===== src/rtl/spi_bit_sequencer.sv =====
// SPI mode-0 single-byte transmit sequencer driving an external 8:1 bit-select mux.
// Define SPI_SEQ_MISO_CAPTURE_EN to build the MISO receive-capture path.
module spi_bit_sequencer #(
  parameter int CLK_DIV = 4
) (
  input  logic       clk,
  input  logic       rst_n,
  input  logic       start,
  input  logic [7:0] tx_data,
  output logic [7:0] tx_word,
  output logic [2:0] sel,
  input  logic       mux_bit,
  input  logic       miso,
  output logic       sclk,
  output logic       cs_n,
  output logic       mosi,
  output logic       busy,
  output logic       done,
  output logic [7:0] rx_data
);

  localparam int DW = $clog2(CLK_DIV);
  localparam logic [DW-1:0] DIV_LAST = DW'(CLK_DIV - 1);

  typedef enum logic [1:0] {
    IDLE  = 2'd0,
    SHIFT = 2'd1,
    TRAIL = 2'd2,
    GAP   = 2'd3
  } state_e;

  state_e        state_q, state_d;
  logic [DW-1:0] div_q, div_d;
  logic [3:0]    rise_cnt_q, rise_cnt_d;
  logic [2:0]    sel_q, sel_d;
  logic [7:0]    tx_word_q, tx_word_d;
  logic          sclk_q, sclk_d;
  logic          cs_n_q, cs_n_d;
  logic          mosi_q, mosi_d;
  logic          busy_q, busy_d;
  logic          done_q, done_d;
  logic          div_wrap;
  logic          accept;

  assign div_wrap = (div_q == DIV_LAST);
  // The last GAP cycle doubles as the first IDLE cycle so a held start runs back-to-back.
  assign accept   = start & ((state_q == IDLE) | ((state_q == GAP) & div_wrap));

  // Next-state and output computation.
  always_comb begin
    state_d    = state_q;
    div_d      = div_q;
    rise_cnt_d = rise_cnt_q;
    sel_d      = sel_q;
    tx_word_d  = tx_word_q;
    sclk_d     = sclk_q;
    cs_n_d     = cs_n_q;
    mosi_d     = 1'b0;
    busy_d     = busy_q;
    done_d     = 1'b0;
    if (accept) begin
      state_d    = SHIFT;
      tx_word_d  = tx_data;
      cs_n_d     = 1'b0;
      busy_d     = 1'b1;
      sel_d      = 3'd7;
      div_d      = '0;
      rise_cnt_d = 4'd0;
      sclk_d     = 1'b0;
    end else begin
      case (state_q)
        IDLE: begin
          cs_n_d = 1'b1;
          busy_d = 1'b0;
          sclk_d = 1'b0;
        end
        SHIFT: begin
          mosi_d = mux_bit;
          if (div_wrap) begin
            div_d  = '0;
            sclk_d = ~sclk_q;
            if (!sclk_q) begin
              rise_cnt_d = rise_cnt_q + 4'd1;
            end else if (rise_cnt_q == 4'd8) begin
              sel_d   = 3'd7;
              state_d = TRAIL;
            end else begin
              sel_d = sel_q - 3'd1;
            end
          end else begin
            div_d = div_q + DW'(1);
          end
        end
        TRAIL: begin
          if (div_wrap) begin
            div_d   = '0;
            cs_n_d  = 1'b1;
            done_d  = 1'b1;
            state_d = GAP;
          end else begin
            div_d = div_q + DW'(1);
          end
        end
        GAP: begin
          if (div_wrap) begin
            div_d   = '0;
            busy_d  = 1'b0;
            state_d = IDLE;
          end else begin
            div_d = div_q + DW'(1);
          end
        end
        default: begin
          state_d = IDLE;
          cs_n_d  = 1'b1;
          busy_d  = 1'b0;
          sclk_d  = 1'b0;
          sel_d   = 3'd7;
          div_d   = '0;
        end
      endcase
    end
  end

  // State and output registers.
  always_ff @(posedge clk or negedge rst_n) begin
    if (!rst_n) begin
      state_q    <= IDLE;
      div_q      <= '0;
      rise_cnt_q <= 4'd0;
      sel_q      <= 3'd7;
      tx_word_q  <= 8'h00;
      sclk_q     <= 1'b0;
      cs_n_q     <= 1'b1;
      mosi_q     <= 1'b0;
      busy_q     <= 1'b0;
      done_q     <= 1'b0;
    end else begin
      state_q    <= state_d;
      div_q      <= div_d;
      rise_cnt_q <= rise_cnt_d;
      sel_q      <= sel_d;
      tx_word_q  <= tx_word_d;
      sclk_q     <= sclk_d;
      cs_n_q     <= cs_n_d;
      mosi_q     <= mosi_d;
      busy_q     <= busy_d;
      done_q     <= done_d;
    end
  end

  assign tx_word = tx_word_q;
  assign sel     = sel_q;
  assign sclk    = sclk_q;
  assign cs_n    = cs_n_q;
  assign mosi    = mosi_q;
  assign busy    = busy_q;
  assign done    = done_q;

`ifdef SPI_SEQ_MISO_CAPTURE_EN
  logic [7:0] rx_shift_q, rx_shift_d;
  logic [7:0] rx_data_q, rx_data_d;

  // MISO is sampled on the edge that raises SCLK and published with done.
  always_comb begin
    rx_shift_d = rx_shift_q;
    rx_data_d  = rx_data_q;
    if (accept) begin
      rx_shift_d = 8'h00;
    end else if ((state_q == SHIFT) && div_wrap && !sclk_q) begin
      rx_shift_d = {rx_shift_q[6:0], miso};
    end else begin
      rx_shift_d = rx_shift_q;
    end
    if (done_d) begin
      rx_data_d = rx_shift_q;
    end else begin
      rx_data_d = rx_data_q;
    end
  end

  // Receive capture registers.
  always_ff @(posedge clk or negedge rst_n) begin
    if (!rst_n) begin
      rx_shift_q <= 8'h00;
      rx_data_q  <= 8'h00;
    end else begin
      rx_shift_q <= rx_shift_d;
      rx_data_q  <= rx_data_d;
    end
  end

  assign rx_data = rx_data_q;
`else
  logic unused_miso;
  assign unused_miso = miso;
  assign rx_data     = 8'h00;
`endif

endmodule


===== config.mk =====
export PLATFORM = sky130hd
export DESIGN_NAME = spi_bit_sequencer
export DESIGN_NICKNAME = d
export VERILOG_FILES = /design/src/rtl/spi_bit_sequencer.sv
export SDC_FILE = /design/constraint.sdc
export NUM_CORES = 1
export LEC_CHECK = 0
export CAP_MARGIN = 10
export CORE_MARGIN = 3
export CORE_UTILIZATION = 42
export DETAILED_ROUTE_END_ITERATION = 10
export GPL_TIMING_DRIVEN = 0
export HOLD_SLACK_MARGIN = 0.1
export PLACE_DENSITY = 0.75
export SETUP_SLACK_MARGIN = 0.02
export SLEW_MARGIN = 10
export SYNTH_ARGS = -nofsm -noshare
export SYNTH_HDL_FRONTEND = slang
export SYNTH_SLANG_ARGS = --single-unit

===== constraint.sdc =====
create_clock -name clk -period 1.8 [get_ports clk]
set_clock_uncertainty 0.05 [all_clocks]
set_input_delay 0.54 -clock clk [delete_from_list [all_inputs] [get_ports clk]]
set_output_delay 0.54 -clock clk [all_outputs]
set_load 0.03 [all_outputs]

==> results of run 1 <==
==> layout make-up <==
class / count / area, µm²
Sequential cell: 24 / 606
Buffer: 15 / 108
Clock inverter: 1 / 30.0
Inverter: 8 / 30.0
Fill cell: 251 / 1150
Timing Repair Buffer: 32 / 275
Tap cell: 31 / 38.8
Clock buffer: 3 / 22.5
Multi-Input combinational cell: 94 / 568
==> worst max-delay path, delay by kind of cell, from the launching register on <==
kind                       cells  cell delay (ns)
adders and majority gates      1             0.19
AOI/OAI and AO/OA              2             0.31
and+or+nand+nor                1             0.15
muxes                          1             0.31
buffers and inverters          2             0.26
DFF                            1             0.42
==> flip-flops by register name, indices dropped and copies added, names as in the netlist <==
| name | count |
|---|---|
| mosi | 1 |
| busy | 1 |
| state_q | 2 |
| sclk | 1 |
| rise_cnt_q | 4 |
| done | 1 |
| tx_word | 8 |
| cs_n | 1 |
| div_q | 2 |
| sel | 3 |
==> through the flow <==
stage                     worst slack (ns)  cell area, µm²  hold slack, ns  utilization (%)
after floorplan                     0.0334            1300           0.194                -
after global placement              -0.183            1610           0.407             56.7
after detailed placement            -0.205            1610           0.417             56.7
after CTS                           0.0236            1670           0.445             58.9
after global routing               -0.0558            1680           0.474             59.3
final                               0.0241            1680           0.437             59.3
==> kinds of logic after synthesis <==
group                      after synthesis  synth area share [%]
DFF                                     24                  47.7
adders and majority gates                8                  7.88
xor gates and xnor gates                 4                  2.76
buffers and inverters                   23                  10.6
and+or+nand+nor                         52                  17.9
AOI/OAI and AO/OA                       19                  10.3
other                                    1                 0.295
muxes                                    3                  2.46
==> layer usage <==
layer / vias up / GRT usage [%] / wire, µm / part of all wire, %
li1: 503 / - / - / -
met1: 469 / 17.4 / 1040 / 41
met2: 24 / 26.7 / 1370 / 54
met3: 3 / 1.28 / 92 / 3.6
met4: 0 / 5.57 / 15 / 0.60
met5: - / 0 / 0 / 0
==> power groups by stage <==
stage,logic (W),clock network (W),registers [W]
global route,0.0000823,0.000417,0.000541
global placement,0.0000763,0,0.000551
detailed placement,0.0000772,0,0.000551
floorplan,0.0000362,0,0.000553
CTS,0.0000767,0.000404,0.000541
finish,0.0000762,0.000399,0.000541
==> cell usage in the layout, fill, tap and decap left out, drive strengths merged <==
master	synthesis	layout
a211o	1	1
a21oi	5	5
a22oi	1	1
a32oi	1	1
and2	1	1
and3	2	2
and3b	1	1
and4	1	1
buf	13	21
bufinv	0	1
clkbuf	2	6
clkdlybuf4s15	0	1
clkdlybuf4s50	0	11
conb	1	8
dfrtp	20	20
dfstp	4	4
dlygate4sd2	0	11
ha	8	8
inv	8	8
mux2	1	1
mux2i	2	2
nand2	32	32
nand2b	1	1
nand3	1	1
nand3b	1	1
nand4	1	1
nor2	10	10
o21a	1	1
o21ai	8	8
o21ba	1	1
o311ai	1	1
or3	1	1
xnor2	1	1
xor2	3	3
==> what timing repair did <==
item / 4_1_cts / 5_1_grt
gates resized for setup: 31 / 8
endpoints found under the hold margin: 0 / 0
setup buffers: 3 / 2
endpoints found under the setup margin: 17 / 6
pin swaps: 1 / 0
==> how the worst max path moves through the flow <==
| stage | start | endpoint | cells past startpoint |
|---|---|---|---|
| final | div_q[0] | state_q[1] | 7 |
| after global routing | state_q[1] | state_q[1] | 7 |
| after CTS | sclk | sclk | 1 |
| after detailed placement | start | state_q[1] | 5 |
| after global placement | start | state_q[1] | 5 |
| after floorplan | div_q[0] | state_q[1] | 7 |
==> impl_metrics.csv, run 1 <==
group,metric,value,unit
outcome,outcome,"completed",
drt,totalWireLength,2520,µm
flow_run,drv.max_cap_violation_count,0,
critical_path,reg2reg_depth,7,
critical_path,worstSetupEndpointType,"flip-flop",
critical_path,critical-path-top-cell-by-count,"sky130_fd_sc_hd__buf_6",
floorplan,number_of_placement_rows,19,
synthesis,synth_cell_type_count,35,
synthesis,top_ff_cell_synth,"sky130_fd_sc_hd__dfrtp_1",
min_path,timing.hold.worst_endpoint,"tx_word[7]",
synthesis,synth_top_area_cell,"sky130_fd_sc_hd__dfrtp_1",
power,total_power,0.00102,W
critical_path,critical_path_class,"flip-flop to flip-flop",
synthesis,yosys_warnings,0,
floorplan,die_area,3720,µm²
floorplan,chipHeight,61.0,µm
drt,antenna_violating_nets_post_route,0,
synthesis,synth.yosys.seq_area_share,47.7,%
global_routing,grt_start_max_net_pins,25,
floorplan,ioPinCount,37,
placed_design,place_hpwl,1850,µm
synthesis,synth-edff-count,0,
clock_tree,cts_sinks,24,
power,power.share.combinational,7.5,%
critical_path,rr_endpoint,"state_q[1]",
power,p_sw,0.000216,W
power,p_int,0.000801,W
min_path,min_path_type,"flip-flop to flip-flop",
clock_tree,clock_path_buffers,2,
synthesis,syn-instance-count,134,
clock_tree,ctsRootBufferMaster,"sky130_fd_sc_hd__clkbuf_4",
global_routing,grt_pass1_wl,4080,µm
global_routing,first_global_vias,925,
drt,initialDrtViolationCount,23,
critical_path,crit_required,1.98,ns
floorplan,floorplan.initialDensity,44.9,%
min_path,holdCritStartpoint,"tx_word[7]",
critical_path,timing.reg2reg.setup_slack,0.02,ns
timing,hold_violations,0,
critical_path,worstReg2RegStart,"div_q[0]",
global_routing,grt-ovfl-total,0,
drt,detail_route.vias_per_cell,4.80,
synthesis,yosys.area.top_type_share,39.4,%
min_path,worstHoldPathCells,2,
power,switching_share,21.3,%
floorplan,chipWidth,61.0,µm
power,power.ir.vdd_worst,0.306,mV
timing,max_freq,0.563,GHz
timing,final_tns_setup,0,ns
synthesis,synth_top_cells_by_count,"sky130_fd_sc_hd__nand2_1, sky130_fd_sc_hd__dfrtp_1, sky130_fd_sc_hd__nor2_1",
power,clkPwrFrac,39.3,%
power,power_per_cell_area,606,nW/µm²
drt,drt_pass1_iterations,4,
timing,worst_slew_margin_rel,29.5,%
clock_tree,worst_setup_hold_path_clk_slew,0.14,ns
finish,num_antenna_cells,0,
drt,wl_per_cell,12.1,µm
power,p_seq_share,53.2,%
synthesis,synth.ff_latch_count,24,
critical_path,timing.critical_path.from_type,"flip-flop",
timing,slew_viol_final,0,
global_routing,globalRouteTotalUtil,14.5,%
timing,post-route-period-util,98.7,%
power,static-leakage-power,0.901,nW
critical_path,critical_path.cell_chain,"ha_2, buf_6, and2_4, o21a_1, buf_6, o21ai_4, mux2_4",
finish,areaGrowthSynthToFinish,32.1,%
timing,grt_setup_unrepaired,"yes",
timing,final_setup_violations,0,
placed_design,place_inst,199,
critical_path,crit_path_max_incr_delay,0.42,ns
synthesis,synthArstFlopShare,100,%
synthesis,syn_area,1270,µm²
synthesis,syn_avg_cell_area,9.48,µm²
floorplan,fp.coreArea,2830,µm²
timing,timing.final.crit_period,1.78,ns
placed_design,gpl.final_weighted_congestion,0.775,
global_routing,antenna_violations_before_repair,0,
synthesis,synth_most_common_cell,"sky130_fd_sc_hd__nand2_1",
critical_path,crit_path_top_delay_cell,"sky130_fd_sc_hd__dfrtp_1",
drt,num_vias,999,
critical_path,arrival,1.95,ns
clock_tree,postCtsHoldBufs,0,
finish,final_layout_size_suffix_gt1_share,22.6,%
timing,tightest_slew,1.05,ns
finish,final_cell_count_no_fill,208,
drt,route.detailed.drc,0,
finish,finalNetCount,199,
clock_tree,clock_tree.htree_level_count,1,
clock_tree,tritoncts_buffer_count,3,
synthesis,synth_area_leaders,"sky130_fd_sc_hd__dfrtp_1, sky130_fd_sc_hd__nand2_1, sky130_fd_sc_hd__dfstp_2",
clock_tree,clock_tree_from_tritoncts,"done",
placed_design,port-buffer-count,27,
critical_path,crit_path_max_fanout,10,
clock_tree,clock_insertion_delay_worst_skew,0.32,ns
No activity file was read; power rests on OpenSTA's default activity.
==> run 2: changes to the inputs <==
CAP_MARGIN = 20   (was 10)
==> run 2 against run 1 <==
Net effect: via count increased by 0.90%; flip-flop and latch count is the same; sequential share of layout area shrank 0.32 points; utilization up 0.53 points; sequential power is essentially flat; critical endpoint unchanged; largest cell class unchanged; largest power group unchanged.
==> impl_metrics.csv, run 2 (synthesis results as in run 1) <==
group,metric,value,unit
critical_path,critical_path_class,"flip-flop to flip-flop",
floorplan,die_area,3720,µm²
drt,initialDrtViolationCount,29,
clock_tree,clock_path_buffers,2,
clock_tree,worst_setup_hold_path_clk_slew,0.14,ns
min_path,min_path_type,"primary input to asynchronous set/reset pin",
outcome,outcome,"completed",
placed_design,port-buffer-count,27,
critical_path,crit_path_max_incr_delay,0.44,ns
finish,most_common_cell_after_layout_fill_and_taps_aside,"sky130_fd_sc_hd__nand2_1",
critical_path,crit_required,1.98,ns
finish,final_layout_size_suffix_gt1_share,23.0,%
critical_path,cp_top_family,"compound AO/OA/AOI/OAI gates",
power,static-leakage-power,0.908,nW
global_routing,antenna_violations_before_repair,0,
placed_design,place_hpwl,1850,µm
floorplan,fp.coreArea,2830,µm²
global_routing,grt-ovfl-total,0,
drt,totalWireLength,2520,µm
global_routing,gr-usage-met3,1.28,%
timing,slew_viol_final,0,
critical_path,timing.critical_path.from_type,"flip-flop",
global_routing,grt_util_met1,17.4,%
drt,wl_per_cell,12.1,µm
timing,post-route-period-util,98.5,%
global_routing,globalRouteTotalUtil,14.5,%
floorplan,floorplan.initialDensity,44.9,%
critical_path,crit_path_top_delay_cell,"sky130_fd_sc_hd__dfrtp_1",
finish,finalNetCount,200,
timing,max_freq,0.564,GHz
timing,final_setup_violations,0,
clock_tree,tritoncts_buffer_count,3,
global_routing,first_global_vias,925,
placed_design,place_inst,199,
clock_tree,clock_insertion_delay_worst_skew,0.32,ns
drt,route.detailed.drc,0,
floorplan,chipHeight,61.0,µm
clock_tree,cts_sinks,24,
power,power_per_cell_area,602,nW/µm²
finish,layout.cell_area.non_filler,1690,µm²
drt,num_vias,1008,
finish,final_cell_count_no_fill,209,
power,power.ir.vdd_worst,0.303,mV
critical_path,arrival,1.95,ns
floorplan,number_of_placement_rows,19,
clock_tree,ctsRootBufferMaster,"sky130_fd_sc_hd__clkbuf_4",
clock_tree,clock_tree_from_tritoncts,"done",
critical_path,worstSetupEndpointType,"flip-flop",
placed_design,detailed_place.area,1610,µm²
global_routing,grt_start_max_net_pins,25,
finish,num_antenna_cells,0,
critical_path,critical_path.cell_chain,"buf_4, ha_1, o21ba_2, o21ai_2, o21ai_4, mux2_4",
global_routing,grt_pass1_wl,4080,µm
critical_path,path_buf_inv,1,
timing,timing.final.crit_period,1.77,ns
timing,hold_violations,0,
clock_tree,clock_tree.htree_level_count,1,
timing,final_tns_setup,0,ns
floorplan,chipWidth,61.0,µm
drt,drt_pass1_iterations,4,
floorplan,ioPinCount,37,
drt,antenna_violating_nets_post_route,0,
finish,areaGrowthSynthToFinish,33.3,%
flow_run,drv.max_cap_violation_count,0,
placed_design,gpl.final_weighted_congestion,0.775,
timing,fin_hold_ws,0.429,ns
finish,final_cell_mix,"sky130_fd_sc_hd__nand2_1, sky130_fd_sc_hd__dfrtp_1, sky130_fd_sc_hd__buf_4, sky130_fd_sc_hd__clkdlybuf4s50_1, sky130_fd_sc_hd__dlygate4sd2_1",
critical_path,crit_path_max_fanout,4,
global_routing,grt.met2_usage,26.7,%
global_routing,globalRoute.busiestLayer,"met2",
drt,detail_route.vias_per_cell,4.82,
finish,largest_reg_flops,8,
timing,grt_setup_unrepaired,"yes",
## run 2: changes by cell type in the layout (fill, tap and decap cells not counted), sizes merged
cell / change
buf: +1
## run 2: cell type report
class / instances / area (µm²)
multi-input combinational: 94 / 568
buffer: 15 / 108
clock buffer: 3 / 22.5
timing repair buffer: 33 / 290
clock inverter: 1 / 30.0
tap: 31 / 38.8
inverter: 8 / 30.0
sequential: 24 / 606
fill: 246 / 1140
## run 2: metal layers
metal  vias up  part of all wire (%)
met4         0                  0.59
met3         3                   3.6
li1        506                     -
met2        24                    55
met5         -                     0
met1       475                    41
## run 2: worst paths after layout
kind	from	to	slack [ns]	depth (start not counted)
max in group asynchronous	rst_n	sel[0]	0.74	2
max	state_q[1]	state_q[1]	0.03	6
min in group clk	tx_word[7]	tx_word[7]	0.44	2
min	rst_n	tx_word[2]	0.43	1
min reg2reg	tx_word[7]	tx_word[7]	0.44	2
max reg2reg	state_q[1]	state_q[1]	0.03	6
## run 2: power breakdown
part           internal, W  switching (W)
Clock             0.000225       0.000173
Combinational    0.0000374      0.0000425
Sequential        0.000541    0.000000192
Total             0.000804       0.000215
## run 2: stage by stage
| stage | utilization (%) | worst slack (ns) | power (W) |
|---|---|---|---|
| after global placement | 56.7 | -0.183 | 0.000627 |
| final | 59.8 | 0.0271 | 0.00102 |
| after CTS | 58.9 | 0.0236 | 0.00102 |
| after global routing | 59.8 | -0.0558 | 0.00104 |
| after floorplan | - | 0.0334 | 0.000590 |
| after detailed placement | 56.7 | -0.205 | 0.000628 |
## run 2: repair_timing
action                     in CTS  in global routing
buffers inserted                3                  2
gates resized for setup        31                  8
hold buffers                    0                  0
setup endpoints to repair      17                  6
pin swaps                       1                  0
==> run 3: changes to the inputs <==
GPL_TIMING_DRIVEN = default   (was 0)
==> run 3 against run 2 <==
Net effect: utilization down 1.5 points; non-clock buffer count down 12; sequential power about the same; critical path depth down 5; worst setup slack better by 0.051 ns; final cell count down 5.7%; global-route usage up 0.93 points; sequential share of layout area up 0.95 points; fmax up 3.0%; routed wire length up 4.7%; die area unchanged; critical path type is now flip-flop to primary output; critical endpoint is now tx_word[4].
==> impl_metrics.csv, run 3 (synthesis results as in run 1) <==
group,metric,value,unit
floorplan,number_of_placement_rows,19,
finish,most_common_cell_after_layout_fill_and_taps_aside,"sky130_fd_sc_hd__nand2_1",
timing,max_freq,0.581,GHz
critical_path,cp_top_family,"buffers and inverters",
critical_path,critical_path.cell_chain,"dlygate4sd2_1",
power,p_sw,0.000208,W
floorplan,chipHeight,61.0,µm
critical_path,arrival,1.13,ns
placed_design,place_hpwl,1930,µm
drt,antenna_violating_nets_post_route,0,
critical_path,timing.reg2reg.setup_slack,0.10,ns
timing,fin_hold_ws,0.434,ns
clock_tree,ctsRootBufferMaster,"sky130_fd_sc_hd__clkbuf_4",
drt,num_vias,971,
critical_path,crit_path_max_incr_delay,0.43,ns
finish,final_layout_size_suffix_gt1_share,17.5,%
global_routing,grt.met2_usage,28.7,%
power,p_int,0.000790,W
global_routing,first_global_vias,989,
critical_path,timing.critical_path.depth,1,
clock_tree,cts_sinks,24,
critical_path,worstReg2RegStart,"div_q[0]",
clock_tree,tritoncts_buffer_count,3,
floorplan,chipWidth,61.0,µm
global_routing,grt_util_met1,17.2,%
placed_design,gpl.final_weighted_congestion,0.748,
finish,final_cell_mix,"sky130_fd_sc_hd__nand2_1, sky130_fd_sc_hd__dfrtp_1, sky130_fd_sc_hd__dlygate4sd2_1, sky130_fd_sc_hd__clkdlybuf4s50_1, sky130_fd_sc_hd__buf_4",
timing,timing.final.crit_period,1.72,ns
drt,wl_per_cell,13.4,µm
floorplan,fp.coreArea,2830,µm²
drt,totalWireLength,2640,µm
power,p_seq_share,54.2,%
global_routing,grt_start_max_net_pins,25,
drt,drt_pass1_iterations,4,
timing,hold_violations,0,
power,switching_share,20.8,%
critical_path,rr_endpoint,"state_q[1]",
finish,layout.area.seq,606,µm²
drt,initialDrtViolationCount,18,
min_path,min_path_type,"flip-flop to flip-flop",
power,power.ir.vdd_worst,0.352,mV
drt,detail_route.vias_per_cell,4.93,
timing,post-route-period-util,95.7,%
placed_design,place_inst,192,
clock_tree,clock_path_buffers,2,
timing,final_tns_setup,0,ns
critical_path,crit_path_max_fanout,2,
critical_path,critical_path_class,"flip-flop to primary output",
floorplan,ioPinCount,37,
critical_path,path_buf_inv,1,
global_routing,gr-usage-met3,1.70,%
global_routing,grt-ovfl-total,0,
finish,layout.core_utilization,58.3,%
timing,slew_viol_final,0,
timing,grt_setup_unrepaired,"no",
critical_path,reg2reg_depth,6,
finish,final_cell_count_no_fill,197,
finish,largest_reg_flops,8,
global_routing,grt_pass1_wl,4280,µm
power,clkPwrFrac,39.4,%
floorplan,floorplan.initialDensity,44.9,%
clock_tree,clock_tree_from_tritoncts,"done",
critical_path,timing.critical_path.from_type,"flip-flop",
critical_path,worst_setup_path_startpoint,"tx_word[4]",
finish,areaGrowthSynthToFinish,29.9,%
power,power_per_cell_area,605,nW/µm²
critical_path,worstSetupEndpointType,"primary output",
floorplan,die_area,3720,µm²
drt,route.detailed.drc,0,
timing,final_setup_violations,0,
outcome,outcome,"completed",
placed_design,port-buffer-count,27,
clock_tree,clock_insertion_delay_worst_skew,0.32,ns
global_routing,globalRoute.busiestLayer,"met2",
power,power.share.combinational,6.4,%
clock_tree,worst_setup_hold_path_clk_slew,0.13,ns
clock_tree,clock_tree.htree_level_count,1,
global_routing,antenna_violations_before_repair,0,
flow_run,drv.max_cap_violation_count,0,
finish,finalNetCount,188,
finish,layout.filler_cells,241,
critical_path,timing.critical_path.to,"tx_word[4]",
global_routing,globalRouteTotalUtil,15.4,%
critical_path,crit_required,1.21,ns
finish,num_antenna_cells,0,
power,static-leakage-power,0.860,nW
critical_path,crit_path_top_delay_cell,"sky130_fd_sc_hd__dlygate4sd2_1",
finish,multiInputGateArea,584,µm²
[run 3: metrics by stage]
stage,total power (W),cell area (µm²),setup WS [ns]
floorplan,0.000590,1300,0.0334
global placement,0.000615,1580,-0.0726
detailed placement,0.000616,1580,-0.108
CTS,0.00101,1610,0.0297
global route,0.00103,1650,0.0336
finish,0.000998,1650,0.0781
[run 3: worst reg2reg max path, cell delays in order (launching register included)]
cell and delay (ns):
sky130_fd_sc_hd__dfrtp_1 0.46, sky130_fd_sc_hd__ha_4 0.21, sky130_fd_sc_hd__buf_4 0.15, sky130_fd_sc_hd__o21ba_2 0.25, sky130_fd_sc_hd__o21ai_4 0.08, sky130_fd_sc_hd__o21ai_4 0.07, sky130_fd_sc_hd__mux2_1 0.33
[run 3: timing repair]
action,4_1_cts,5_1_grt
hold buffers,0,0
setup endpoints to repair,12,1
pin swaps,0,0
buffers inserted,0,1
gates cloned,0,0
gates resized for setup,12,6
[run 3: how the worst min path moves through the flow]
| stage | slack (ns) | to | cells past startpoint | start |
|---|---|---|---|---|
| 2_1_floorplan | 0.19 | busy | 0 | rst_n |
| 3_3_place_gp | 0.41 | tx_word[3] | 2 | tx_word[3] |
| 3_5_place_dp | 0.41 | tx_word[7] | 2 | tx_word[7] |
| 4_1_cts | 0.44 | tx_word[7] | 2 | tx_word[7] |
| 5_1_grt | 0.47 | tx_word[6] | 2 | tx_word[6] |
| 6_report | 0.43 | tx_word[7] | 2 | tx_word[7] |
[run 3: power groups by stage]
stage          clock network [W]  registers (W)   logic, W
2_1_floorplan                  0       0.000553  0.0000362
3_3_place_gp                   0       0.000551  0.0000642
3_5_place_dp                   0       0.000551  0.0000650
4_1_cts                 0.000404       0.000541  0.0000644
5_1_grt                 0.000423       0.000541  0.0000691
6_report                0.000393       0.000541  0.0000639
[run 3: layer usage]
layer	vias to the layer above	wire, µm
met5	-	0
met4	0	91
met3	9	78
met2	29	1440
met1	454	1030
li1	479	-
[run 3: layout make-up]
class	instances	area share [%]
tap	31	2.35
inverter	8	1.82
clock inverter	1	1.82
clock buffer	3	1.37
sequential	24	36.7
timing repair buffer	36	20.5
multi-input combinational	94	35.4
